<file path="config.mk">
export PLATFORM = sky130hd
export DESIGN_NAME = axis_mash_dsm
export DESIGN_NICKNAME = d
export VERILOG_FILES = /design/src/rtl/axis_mash_dsm_pkg.sv /design/src/rtl/axis_mash_dsm_stage.sv /design/src/rtl/axis_mash_dsm.sv
export SDC_FILE = /design/constraint.sdc
export NUM_CORES = 1
export LEC_CHECK = 0
export CELL_PAD_IN_SITES_DETAIL_PLACEMENT = 0
export CELL_PAD_IN_SITES_GLOBAL_PLACEMENT = 1
export CORE_MARGIN = 10
export CORE_UTILIZATION = 42
export DETAILED_ROUTE_END_ITERATION = 10
export GPL_TIMING_DRIVEN = 0
export PLACE_DENSITY = 0.91
export SKIP_LAST_GASP = 1
export SLEW_MARGIN = 5
export SYNTH_ARGS = -nofsm -noshare
export SYNTH_HDL_FRONTEND = slang
export SYNTH_SLANG_ARGS = --single-unit
</file>
<file path="constraint.sdc">
create_clock -name aclk -period 5.09 [get_ports aclk]
set_clock_uncertainty 0.05 [all_clocks]
set_input_delay 1.527 -clock aclk [delete_from_list [all_inputs] [get_ports aclk]]
set_output_delay 1.527 -clock aclk [all_outputs]
set_load 0.05 [all_outputs]
</file>
<file path="src/rtl/axis_mash_dsm_pkg.sv">
// Shared constants and types for the MASH delta-sigma modulator.
// Optional dither is enabled with AXIS_MASH_DSM_DITHER_EN.
package axis_mash_dsm_pkg;

  localparam int STAGES_MAX = 3;

  localparam logic [15:0] LFSR_SEED = 16'hACE1;
  // Feedback taps for the right-shifting Fibonacci form of x^16+x^14+x^13+x^11+1
  localparam logic [15:0] LFSR_TAPS = 16'h002D;

  typedef struct packed {
    logic c;
    logic c_d1;
    logic c_d2;
  } carry_hist_t;

  function automatic int out_width(input int stages);
    return stages + 1;
  endfunction

endpackage

</file>
<file path="src/rtl/axis_mash_dsm_stage.sv">
// One first-order error-feedback accumulator of the MASH cascade, with its
// carry and a two-step carry delay line for the noise-cancellation network.
module mash_efm_stage
  import axis_mash_dsm_pkg::*;
#(
  parameter int WIDTH = 16
) (
  input  logic             aclk,
  input  logic             arst_n,
  input  logic             step,
  input  logic [WIDTH-1:0] in_k,
  output logic [WIDTH-1:0] s_k_low,
  output carry_hist_t      carry
);

  logic [WIDTH-1:0] acc_q, acc_d;
  logic             c_d1_q, c_d1_d;
  logic             c_d2_q, c_d2_d;
  logic [WIDTH:0]   s_k;

  always_comb begin
    s_k    = {1'b0, acc_q} + {1'b0, in_k};
    acc_d  = acc_q;
    c_d1_d = c_d1_q;
    c_d2_d = c_d2_q;
    if (step) begin
      acc_d  = s_k[WIDTH-1:0];
      c_d1_d = s_k[WIDTH];
      c_d2_d = c_d1_q;
    end
  end

  always_ff @(posedge aclk) begin
    if (!arst_n) begin
      acc_q  <= '0;
      c_d1_q <= 1'b0;
      c_d2_q <= 1'b0;
    end else begin
      acc_q  <= acc_d;
      c_d1_q <= c_d1_d;
      c_d2_q <= c_d2_d;
    end
  end

  assign s_k_low = s_k[WIDTH-1:0];
  assign carry   = {s_k[WIDTH], c_d1_q, c_d2_q};

endmodule

</file>
<file path="src/rtl/axis_mash_dsm.sv">
// AXI-Stream MASH 1..3 delta-sigma modulator with OSR-fold zero-order hold.
// Define AXIS_MASH_DSM_DITHER_EN to add LFSR dither on the first stage input.
module axis_mash_dsm
  import axis_mash_dsm_pkg::*;
#(
  parameter  int WIDTH  = 16,
  parameter  int STAGES = 2,
  parameter  int OSR    = 4,
  localparam int OUT_W  = out_width(STAGES)
) (
  input  logic                    aclk,
  input  logic                    arst_n,
  input  logic [WIDTH-1:0]        s_axis_tdata,
  input  logic                    s_axis_tvalid,
  output logic                    s_axis_tready,
  output logic signed [OUT_W-1:0] m_axis_tdata,
  output logic                    m_axis_tvalid,
  input  logic                    m_axis_tready,
  output logic [WIDTH-1:0]        m_axis_terror,
  output logic                    underrun
);

  localparam int CNT_W = (OSR > 1) ? $clog2(OSR) : 1;
  localparam int YW    = out_width(STAGES_MAX);

  if (STAGES < 1 || STAGES > STAGES_MAX) begin : g_bad_stages
    $error("axis_mash_dsm: STAGES must be in 1..3");
  end
  if (OSR < 1) begin : g_bad_osr
    $error("axis_mash_dsm: OSR must be at least 1");
  end

  logic [WIDTH-1:0]        x_q, x_d;
  logic                    have_x_q, have_x_d;
  logic [CNT_W-1:0]        cnt_q, cnt_d;
  logic                    seen_q, seen_d;
  logic signed [OUT_W-1:0] tdata_q, tdata_d;
  logic [WIDTH-1:0]        terror_q, terror_d;
  logic                    tvalid_q, tvalid_d;

  logic             step, last, accept;
  logic [WIDTH-1:0] u, in1;

  assign step          = have_x_q & (~tvalid_q | m_axis_tready);
  assign last          = (cnt_q == CNT_W'(OSR - 1));
  assign s_axis_tready = ~have_x_q | (step & last);
  assign accept        = s_axis_tvalid & s_axis_tready;
  assign underrun      = ~have_x_q & (~tvalid_q | m_axis_tready) & seen_q;

  // Offset binary so that full-scale negative maps to an all-zero density
  assign u = {~x_q[WIDTH-1], x_q[WIDTH-2:0]};

`ifdef AXIS_MASH_DSM_DITHER_EN
  logic [15:0] lfsr_q, lfsr_d;

  always_comb begin
    lfsr_d = lfsr_q;
    if (step) begin
      lfsr_d = {^(lfsr_q & LFSR_TAPS), lfsr_q[15:1]};
    end
  end

  always_ff @(posedge aclk) begin
    if (!arst_n) begin
      lfsr_q <= LFSR_SEED;
    end else begin
      lfsr_q <= lfsr_d;
    end
  end

  assign in1 = u + WIDTH'(lfsr_q[0]);
`else
  assign in1 = u;
`endif

  // Cascade: absent stages contribute zero carries to the cancellation sum
  carry_hist_t      hist     [STAGES_MAX];
  logic [WIDTH-1:0] s_low    [STAGES_MAX];
  logic [WIDTH-1:0] stage_in [STAGES_MAX];

  genvar gi;
  for (gi = 0; gi < STAGES_MAX; gi++) begin : g_stage
    if (gi == 0) begin : g_first
      assign stage_in[gi] = in1;
    end else begin : g_next
      assign stage_in[gi] = s_low[gi-1];
    end

    if (gi < STAGES) begin : g_on
      mash_efm_stage #(
        .WIDTH (WIDTH)
      ) u_stage (
        .aclk    (aclk),
        .arst_n  (arst_n),
        .step    (step),
        .in_k    (stage_in[gi]),
        .s_k_low (s_low[gi]),
        .carry   (hist[gi])
      );
    end else begin : g_off
      assign s_low[gi] = '0;
      assign hist[gi]  = '0;
    end
  end

  function automatic logic signed [YW-1:0] bit_s(input logic b);
    return {{(YW-1){1'b0}}, b};
  endfunction

  logic signed [YW-1:0]    y_full;
  logic signed [OUT_W-1:0] y;

  always_comb begin
    y_full = bit_s(hist[0].c)
           + (bit_s(hist[1].c) - bit_s(hist[1].c_d1))
           + (bit_s(hist[2].c) - (bit_s(hist[2].c_d1) <<< 1) + bit_s(hist[2].c_d2));
    y      = y_full[OUT_W-1:0];
  end

  logic unused_sink;
  assign unused_sink = ^{y_full, hist[0].c_d1, hist[0].c_d2, hist[1].c_d2,
                         s_low[STAGES_MAX-1], stage_in[STAGES_MAX-1]};

  always_comb begin
    x_d      = x_q;
    have_x_d = have_x_q;
    cnt_d    = cnt_q;
    seen_d   = seen_q | accept;
    tdata_d  = tdata_q;
    terror_d = terror_q;
    tvalid_d = tvalid_q & ~m_axis_tready;

    if (step) begin
      cnt_d    = last ? '0 : cnt_q + 1'b1;
      tvalid_d = 1'b1;
      tdata_d  = y;
      terror_d = s_low[STAGES-1];
      if (last) begin
        have_x_d = 1'b0;
      end
    end

    // A new sample on the final step keeps the hold register full
    if (accept) begin
      x_d      = s_axis_tdata;
      have_x_d = 1'b1;
    end
  end

  always_ff @(posedge aclk) begin
    if (!arst_n) begin
      x_q      <= '0;
      have_x_q <= 1'b0;
      cnt_q    <= '0;
      seen_q   <= 1'b0;
      tdata_q  <= '0;
      terror_q <= '0;
      tvalid_q <= 1'b0;
    end else begin
      x_q      <= x_d;
      have_x_q <= have_x_d;
      cnt_q    <= cnt_d;
      seen_q   <= seen_d;
      tdata_q  <= tdata_d;
      terror_q <= terror_d;
      tvalid_q <= tvalid_d;
    end
  end

  assign m_axis_tdata  = tdata_q;
  assign m_axis_terror = terror_q;
  assign m_axis_tvalid = tvalid_q;

endmodule
</file>
After elaboration in Yosys (flattened, before gate mapping)
Index checks and enable logic that the tools add are counted.
{ "op_classes": {"eq_ne": 1, "addsub": 5, "reduce_logical": 3, "bitwise_logic": 13, "mux": 5} }
{ "ops": {"columns": ["operator", "count"], "rows": [
  ["$add 16x16->17", 2],
  ["$and 1x1->1", 6],
  ["$mux 1", 4],
  ["$not 1->1", 4],
  ["$reduce_bool 2->1", 2],
  ["$add 2x2->3", 1],
  ["$or 1x1->1", 3],
  ["$add 2x1->2 const B", 1],
  ["$eq 2x2->1 const B", 1],
  ["$mux 2", 1],
  ["$reduce_and 2->1", 1],
  ["$sub 1x1->2", 1]
]} }
{ "totals": {"out_inout_bits": 22, "ff_bits": 57} }

Longest topological paths before layout
Gate-level depths: netlist of run 1.
{ "logic_depth": {"word_depth": 8, "depth_mapped": 20, "depth_no_buf": 20} }

By module
From an unflattened synthesis of run 1, not the netlist that was laid out.
{ "unflattened": {"cells_unflattened": 554, "area_unflattened_um2": 4743.3} }
{ "modules_own_cells": {"columns": ["module", "seq_area_each_um2", "area_each_um2", "n_inst", "cells_each"], "rows": [
  ["mash_efm_stage", 360.3, 1555.2, 2, 184],
  ["axis_mash_dsm", 800.8, 1632.8, 1, 186]
]} }

Worst setup path before layout of run 1
OpenSTA, ideal clock, no wires.
{ "synth_timing": {"path_kind": "in2out", "from": "in m_axis_tready", "to": "out s_axis_tready", "setup_slack_ns": 0.872, "path_buffers": 1, "t_arrival_ns": 2.641, "required_ns": 3.513, "cell_stages": 3, "cell_sequence": "nor2b_1 > o21ai_1 > clkbuf_1"} }
{ "synth_between": {"elab_chain_cells": 4} }
{ "synth_rtl": {"columns": ["item", "line", "source"], "rows": [
  ["start: declaration", "axis_mash_dsm.sv:18", "input logic m_axis_tready,"],
  ["$or 1x1->1", "axis_mash_dsm.sv:44", "assign step = have_x_q & (~tvalid_q | m_axis_tready);"],
  ["$and 1x1->1", "axis_mash_dsm.sv:44", null],
  ["$and 1x1->1", "axis_mash_dsm.sv:46", "assign s_axis_tready = ~have_x_q | (step & last);"],
  ["$or 1x1->1", "axis_mash_dsm.sv:46", null],
  ["end: declaration", "axis_mash_dsm.sv:15", "output logic s_axis_tready,"]
]} }
No other way between the ends.

Final worst setup path of run 1
Ends and elaborated chain as after synthesis.

==> flow_summary.ini, run 1 <==
[run_status]
outcome = complete, no violations

[detailed_routing]
drc_errors = 0
drtPass1Iterations = 4
dr.max_layer_used = met4
routed_wl_um = 10500
drt_iter0_markers = 174
routed_via_density = 5.78
ant_nets = 0
wl_met3_um = 567
avgRoutedWirePerCell_um = 16.3
wl_met1_um = 4790
vias = 3720
wl_met2_um = 4860

[setup_path]
cp-start-kind = input port
path_cells = clkdlybuf4s50_1 > nor2b_1 > o21ai_2 > clkbuf_1 > clkbuf_2
cp_slowest_stage_delay_ns = 0.47
critPathSlowestCell = clkdlybuf4s50_1
cp_max_fo = 10
endpoint_kind = output pin
cp.arrival_ns = 3.13
reg2reg_depth = 19
required_ns = 3.51
crit_type = input port to output pin

[cts]
holdBufCountCts = 0
h-tree-depth = 3
cts_setup_buffers = 0
clock-root-buffer = clkbuf_8
numCtsBuffers = 9
cts_tree = built
path_clk_slew_ns = 0.07
clock_path_buffers = 2
post_cts_resized = 2
insertion_delay_ns = 0.34
cts.sinks = 57

[floorplan]
core_area_mm2 = 0.00876
die_w_um = 115
start_util_pct = 43.2
die-area_mm2 = 0.0132
boundaryPins = 42
die_h_um = 115
rows = 34

[yosys]
synth_ff_type = dfxtp_1
yosysSeqAreaShare_pct = 30.1
syn_avg_cell_area_um2 = 7.87
synth-seq-cells = 57
ys_warn_count = 0
syn-num-nets = 539
synth.distinct_cells = 57
synthArstFlopShare_pct = 0
syn_area_mm2 = 0.00379
synth_edf_count = 0
synth_cells = 481

[timing]
setup_viol = 0
tightestPinTransition_ns = 0.899
period_minus_slack_ns = 4.71
fin_tns_setup_ns = 0
slew_violations = 0
relSlewSlack_pct = 39.8
hold_ws_ns = 0.408
hold_violations = 0
post-route-period-util_pct = 92.5
fmax_mhz = 212
rsz0062_at_grt = no

[place]
globalplace.congestion = 0.887
placed_area_mm2 = 0.00431
dp_hpwl_um = 8080
port_buffers = 39

[grt]
track_usage_pct = 16.1
first_global_vias = 3558
overflow = 0
antenna_found_initial = 0
grt_max_degree = 11
grt_pass1_wl_um = 17300

[job]
maxCapViolCount = 0

[layout]
fin_util_pct = 51.2
nNetsFinal = 589
nFillCells = 854
fin_area_mm2 = 0.00448
syn2layout_area_growth_pct = 18.4
diodes = 0
drive_above_1_share_pct = 6.72

[hold_path]
min_path_type = flop to flop
min_path_cells = 2

[pwr]
power.density_mw_per_mm2 = 260
p_leak_nw = 1.90
ir_drop_v = 0.000121
[critical path, delay by kind of cell]
| kind | cells | cell delay (ns) |
|---|---|---|
| AOI/OAI and AO/OA | 1 | 0.34 |
| and+or+nand+nor | 1 | 0.08 |
| buffers and inverters | 3 | 1.19 |
[state kept, by name, summed over array words and instances (netlist names)]
register / flops
m_axis_terror: 16
seen_q: 1
m_axis_tvalid: 1
have_x_q: 1
cnt_q: 2
m_axis_tdata: 3
x_q: 16
g_stage.g_on.u_stage.c_d1_q: 1
g_stage.g_on.u_stage.acc_q: 16
[layout by cell type (no fill, tap or decap), types with 4 or more instances in the layout]
cell	instances
nor4_1	4
nor3_1	9
a21oi_1	65
o21ai_0	19
ha_1	36
a211oi_1	5
nor2_1	22
nand3_1	40
o211ai_1	9
nand4_1	5
or4_1	4
inv_1	15
clkdlybuf4s50_1	38
clkbuf_8	12
nand2_1	71
a21o_1	9
or3_1	10
and2_1	9
xnor2_1	4
clkbuf_1	17
a32o_1	4
a31oi_1	4
xor2_1	6
dfxtp_1	57
and3_1	4
[stage by stage]
step | instances | power, mW | setup WS [ns]
final | 644 | 1.17 | 0.380
after global routing | 644 | 1.23 | 0.137
after CTS | 644 | 1.17 | 0.135
after detailed placement | 628 | 0.792 | -0.356
after global placement | 628 | 0.786 | -0.327
after floorplan | 481 | 0.703 | 0.872
[routing by layer]
metal  GRT usage, %  vias to the layer above
li1               -                     1877
met1           20.0                     1734
met2           26.2                       91
met3           3.70                       18
met4           6.35                        0
met5              0                        -
[Yosys cell counts (all sizes together), types with 2 or more instances]
library cell,n,area [um^2]
a32o,4,40.0
xnor2,4,35.0
and2,10,65.1
nand4,5,31.3
a31oi,4,25.0
nand2,71,267
o21a,3,22.5
or3,11,70.1
nor2,22,82.6
a211o,3,26.3
clkbuf,18,87.6
buf,3,30.0
nor4,4,25.0
xor2,6,52.6
o31ai,3,22.5
o31a,2,17.5
o2bb2ai,2,17.5
nor3,9,45.0
o211ai,9,67.6
or2,3,18.8
inv,15,56.3
nand3,40,200
or4,5,41.3
dfxtp,57,1140
a31o,2,17.5
o311ai,3,33.8
and3,4,25.0
a21oi,66,334
o2111ai,3,26.3
ha,36,450
a21o,10,82.6
or2b,2,17.5
o21bai,3,22.5
fa,2,40.0
o21ai,20,100
a211oi,5,37.5
[kinds of logic after synthesis]
logic type	after synthesis	synth area share, %
buffers and inverters	37	4.86
flip-flops	57	30.1
XOR/XNOR	10	2.31
multiplexers	1	0.264
AO/OA/AOI/OAI	148	25.2
adder cells (fa/ha/maj)	38	13.0
AND/OR/NAND/NOR	190	24.3
[area by class of cell]
type                       count  area, um^2  share of cell area (%)
buffer                        22         128                    2.85
clock buffer                  11         141                    3.15
clock inverter                 5        31.3                   0.698
inverter                      15        56.3                    1.26
multi-input combinational    387        2460                    55.0
sequential                    57        1140                    25.5
tap                          108         135                    3.01
timing repair buffer          39         385                    8.60
[where the power goes]
group | internal (mW) | switching [mW]
registers | 0.473 | 0.0197
logic | 0.110 | 0.181
clock network | 0.188 | 0.196
total | 0.771 | 0.397
[worst paths after layout]
path / from / end / slack, ns
worst max-delay path: m_axis_tready / s_axis_tready / 0.38
worst min-delay path: seen_q$_SDFF_PN0_ / seen_q$_SDFF_PN0_ / 0.41
worst min register to register: seen_q$_SDFF_PN0_ / seen_q$_SDFF_PN0_ / 0.41
worst max register to register: g_stage[0].g_on.u_stage.acc_q[0]$_SDFFE_PN0P_ / m_axis_tdata[1]$_SDFFE_PN0P_ / 0.50
Note: power is estimated with default switching activity, not from simulation.
==> inputs of run 2 (changes only) <==
--- a/config.mk
+++ b/config.mk
@@ -8,12 +8,13 @@
 export CELL_PAD_IN_SITES_DETAIL_PLACEMENT = 0
 export CELL_PAD_IN_SITES_GLOBAL_PLACEMENT = 1
 export CORE_MARGIN = 10
-export CORE_UTILIZATION = 42
+export CORE_UTILIZATION = 45
 export DETAILED_ROUTE_END_ITERATION = 10
 export GPL_TIMING_DRIVEN = 0
-export PLACE_DENSITY = 0.91
+export PLACE_DENSITY = 0.92
 export SKIP_LAST_GASP = 1
 export SLEW_MARGIN = 5
 export SYNTH_ARGS = -nofsm -noshare
 export SYNTH_HDL_FRONTEND = slang
+export SYNTH_HIERARCHICAL = 1
 export SYNTH_SLANG_ARGS = --single-unit
==> constraint.sdc (replaced) <==
create_clock -name aclk -period 5.09 [get_ports aclk]
set_clock_uncertainty 0.05 [all_clocks]
set_input_delay 0.7635 -clock aclk [delete_from_list [all_inputs] [get_ports aclk]]
set_output_delay 0.7635 -clock aclk [all_outputs]
set_load 0.05 [all_outputs]
==> run 2 against run 1 <==
Effect of this change:
- cell count increased by 14%
- synthesized cell count is 13% higher
- via count up 10%
- fmax fell by 1.8%
- count of clock-buffer cells in the layout up 1
- global-route usage grew 0.52 points
==> flow_summary.ini, run 2 <==
[run_status]
outcome = complete, no violations

[hold_path]
min_path_type = flop to flop
min_path_cells = 2

[setup_path]
cp.arrival_ns = 5.02
endpoint_kind = flop
crit_type = flop to flop
cp_max_fo = 8
required_ns = 5.31
cp-start-kind = flop
reg2reg_depth = 21

[yosys]
ys_warn_count = 6
synth_cells = 542
syn_area_mm2 = 0.00462
syn_avg_cell_area_um2 = 8.52
syn-num-nets = 600

[grt]
grt_max_degree = 14
antenna_found_initial = 0
track_usage_pct = 16.6
grt_pass1_wl_um = 19900
overflow = 0
first_global_vias = 4111

[detailed_routing]
ant_nets = 0
avgRoutedWirePerCell_um = 15.9
routed_wl_um = 11700
drc_errors = 0
vias = 4092
drtPass1Iterations = 4
routed_via_density = 5.57
drt_iter0_markers = 264

[layout]
nNetsFinal = 654
largest_reg_flops = 32
final_common_cell = dfxtp_1
top_register = g_stage.g_on.u_stage/acc_q
syn2layout_area_growth_pct = 16.7
drive_above_1_share_pct = 6.99
final_cell_mix = 73 x dfxtp_1, 56 x nand2_1, 45 x a21oi_1
nFillCells = 923
diodes = 0

[pwr]
power_mw = 1.44
power.density_mw_per_mm2 = 268
p_leak_nw = 2.20
ir_drop_v = 0.000163

[cts]
cts.sinks = 73
cts_tree = built
clock-root-buffer = clkbuf_8
path_clk_slew_ns = 0.07
h-tree-depth = 3
clock_path_buffers = 2
insertion_delay_ns = 0.35
numCtsBuffers = 9

[timing]
period_minus_slack_ns = 4.80
post-route-period-util_pct = 94.2
hold_violations = 0
tightestPinTransition_ns = 1.05
rsz0062_at_grt = no
hold_ws_ns = 0.418
fmax_mhz = 209
setup_viol = 0
fin_tns_setup_ns = 0
relSlewSlack_pct = 30.1
slew_violations = 0

[floorplan]
core_area_mm2 = 0.00986
die_w_um = 121
die-area_mm2 = 0.0147
boundaryPins = 42
start_util_pct = 46.8
die_h_um = 121
rows = 36

[place]
dp_hpwl_um = 9050
globalplace.congestion = 0.892
port_buffers = 41

[job]
maxCapViolCount = 0
==> run 2: cell types whose count changed in the layout (fill, tap and decap cells not counted), sizes merged, moves of 15 or more <==
cell | previous run | this run
o21ai | 20 | 38
mux2i | 1 | 30
nand2 | 71 | 56
nor2b | 1 | 27
a21oi | 66 | 45
dfxtp | 57 | 73
buf | 3 | 19
==> run 2: timing repair <==
item / 4_1_cts / 5_1_grt
setup buffers: 0 / 3
resized for setup: 0 / 4
setup endpoints to repair: 0 / 3
hold buffers: 0 / 0
==> run 2: area by class of cell <==
cell class	instances	area [um^2]	area share (%)
Buffer	35	170	3.16
Clock buffer	12	135	2.51
Clock inverter	4	20.0	0.371
Inverter	11	41.3	0.766
Multi-Input combinational cell	422	2960	55.0
Sequential cell	73	1460	27.1
Tap cell	133	166	3.09
Timing Repair Buffer	44	433	8.03
==> run 2: report_power, final <==
| group | internal (mW) | switching, mW | leakage (nW) | total (mW) |
|---|---|---|---|---|
| Sequential | 0.612 | 0.0231 | 0.596 | 0.635 |
| Clock | 0.174 | 0.213 | 0.0839 | 0.387 |
| Combinational | 0.167 | 0.256 | 1.52 | 0.423 |
| Total | 0.953 | 0.492 | 2.20 | 1.44 |
==> run 2: per-stage QoR <==
| step | util (%) | instances | setup WS, ns | cell area (um^2) |
|---|---|---|---|---|
| 5_1_grt | 54.6 | 734 | 0.00724 | 5390 |
| 2_1_floorplan | - | 542 | 0.599 | 4620 |
| 3_3_place_gp | 52.7 | 716 | 0.186 | 5190 |
| 3_5_place_dp | 52.7 | 716 | 0.123 | 5190 |
| 6_report | 54.6 | 734 | 0.295 | 5390 |
| 4_1_cts | 54.2 | 732 | 0.0793 | 5350 |
==> run 2: path summary, 6_finish.rpt <==
kind	startpoint	to	slack, ns
min reg2reg	x_q[13]$_SDFFE_PN0P_	x_q[13]$_SDFFE_PN0P_	0.42
min	x_q[13]$_SDFFE_PN0P_	x_q[13]$_SDFFE_PN0P_	0.42
max	x_q[3]$_SDFFE_PN0P_	m_axis_tdata[1]$_SDFFE_PN0N_	0.29
max reg2reg	x_q[3]$_SDFFE_PN0P_	m_axis_tdata[1]$_SDFFE_PN0N_	0.29
==> run 2: worst max-delay path: stages, from the launching register on <==
cell,delay [ns]
dfxtp_1,0.32
ha_1,0.35
a21o_1,0.20
a21oi_1,0.32
nand2_1,0.19
a31oi_1,0.32
xnor2_1,0.19
ha_1,0.27
buf_6,0.14
a211oi_2,0.22
o21bai_1,0.12
a21o_1,0.19
a221o_1,0.40
a2111oi_4,0.36
nor2_1,0.07
inv_1,0.06
ha_1,0.21
inv_1,0.06
ha_1,0.13
inv_1,0.04
ha_1,0.30
a211oi_1,0.21
==> run 2: metal layers <==
layer | share of wire (%) | routed length, um | up-vias | global-route usage [%]
li1 | - | - | 2074 | -
met1 | 46 | 5390 | 1912 | 21.1
met2 | 47 | 5520 | 89 | 27.1
met3 | 4.6 | 537 | 17 | 2.98
met4 | 2.1 | 248 | 0 | 6.56
met5 | 0 | 0 | - | 0
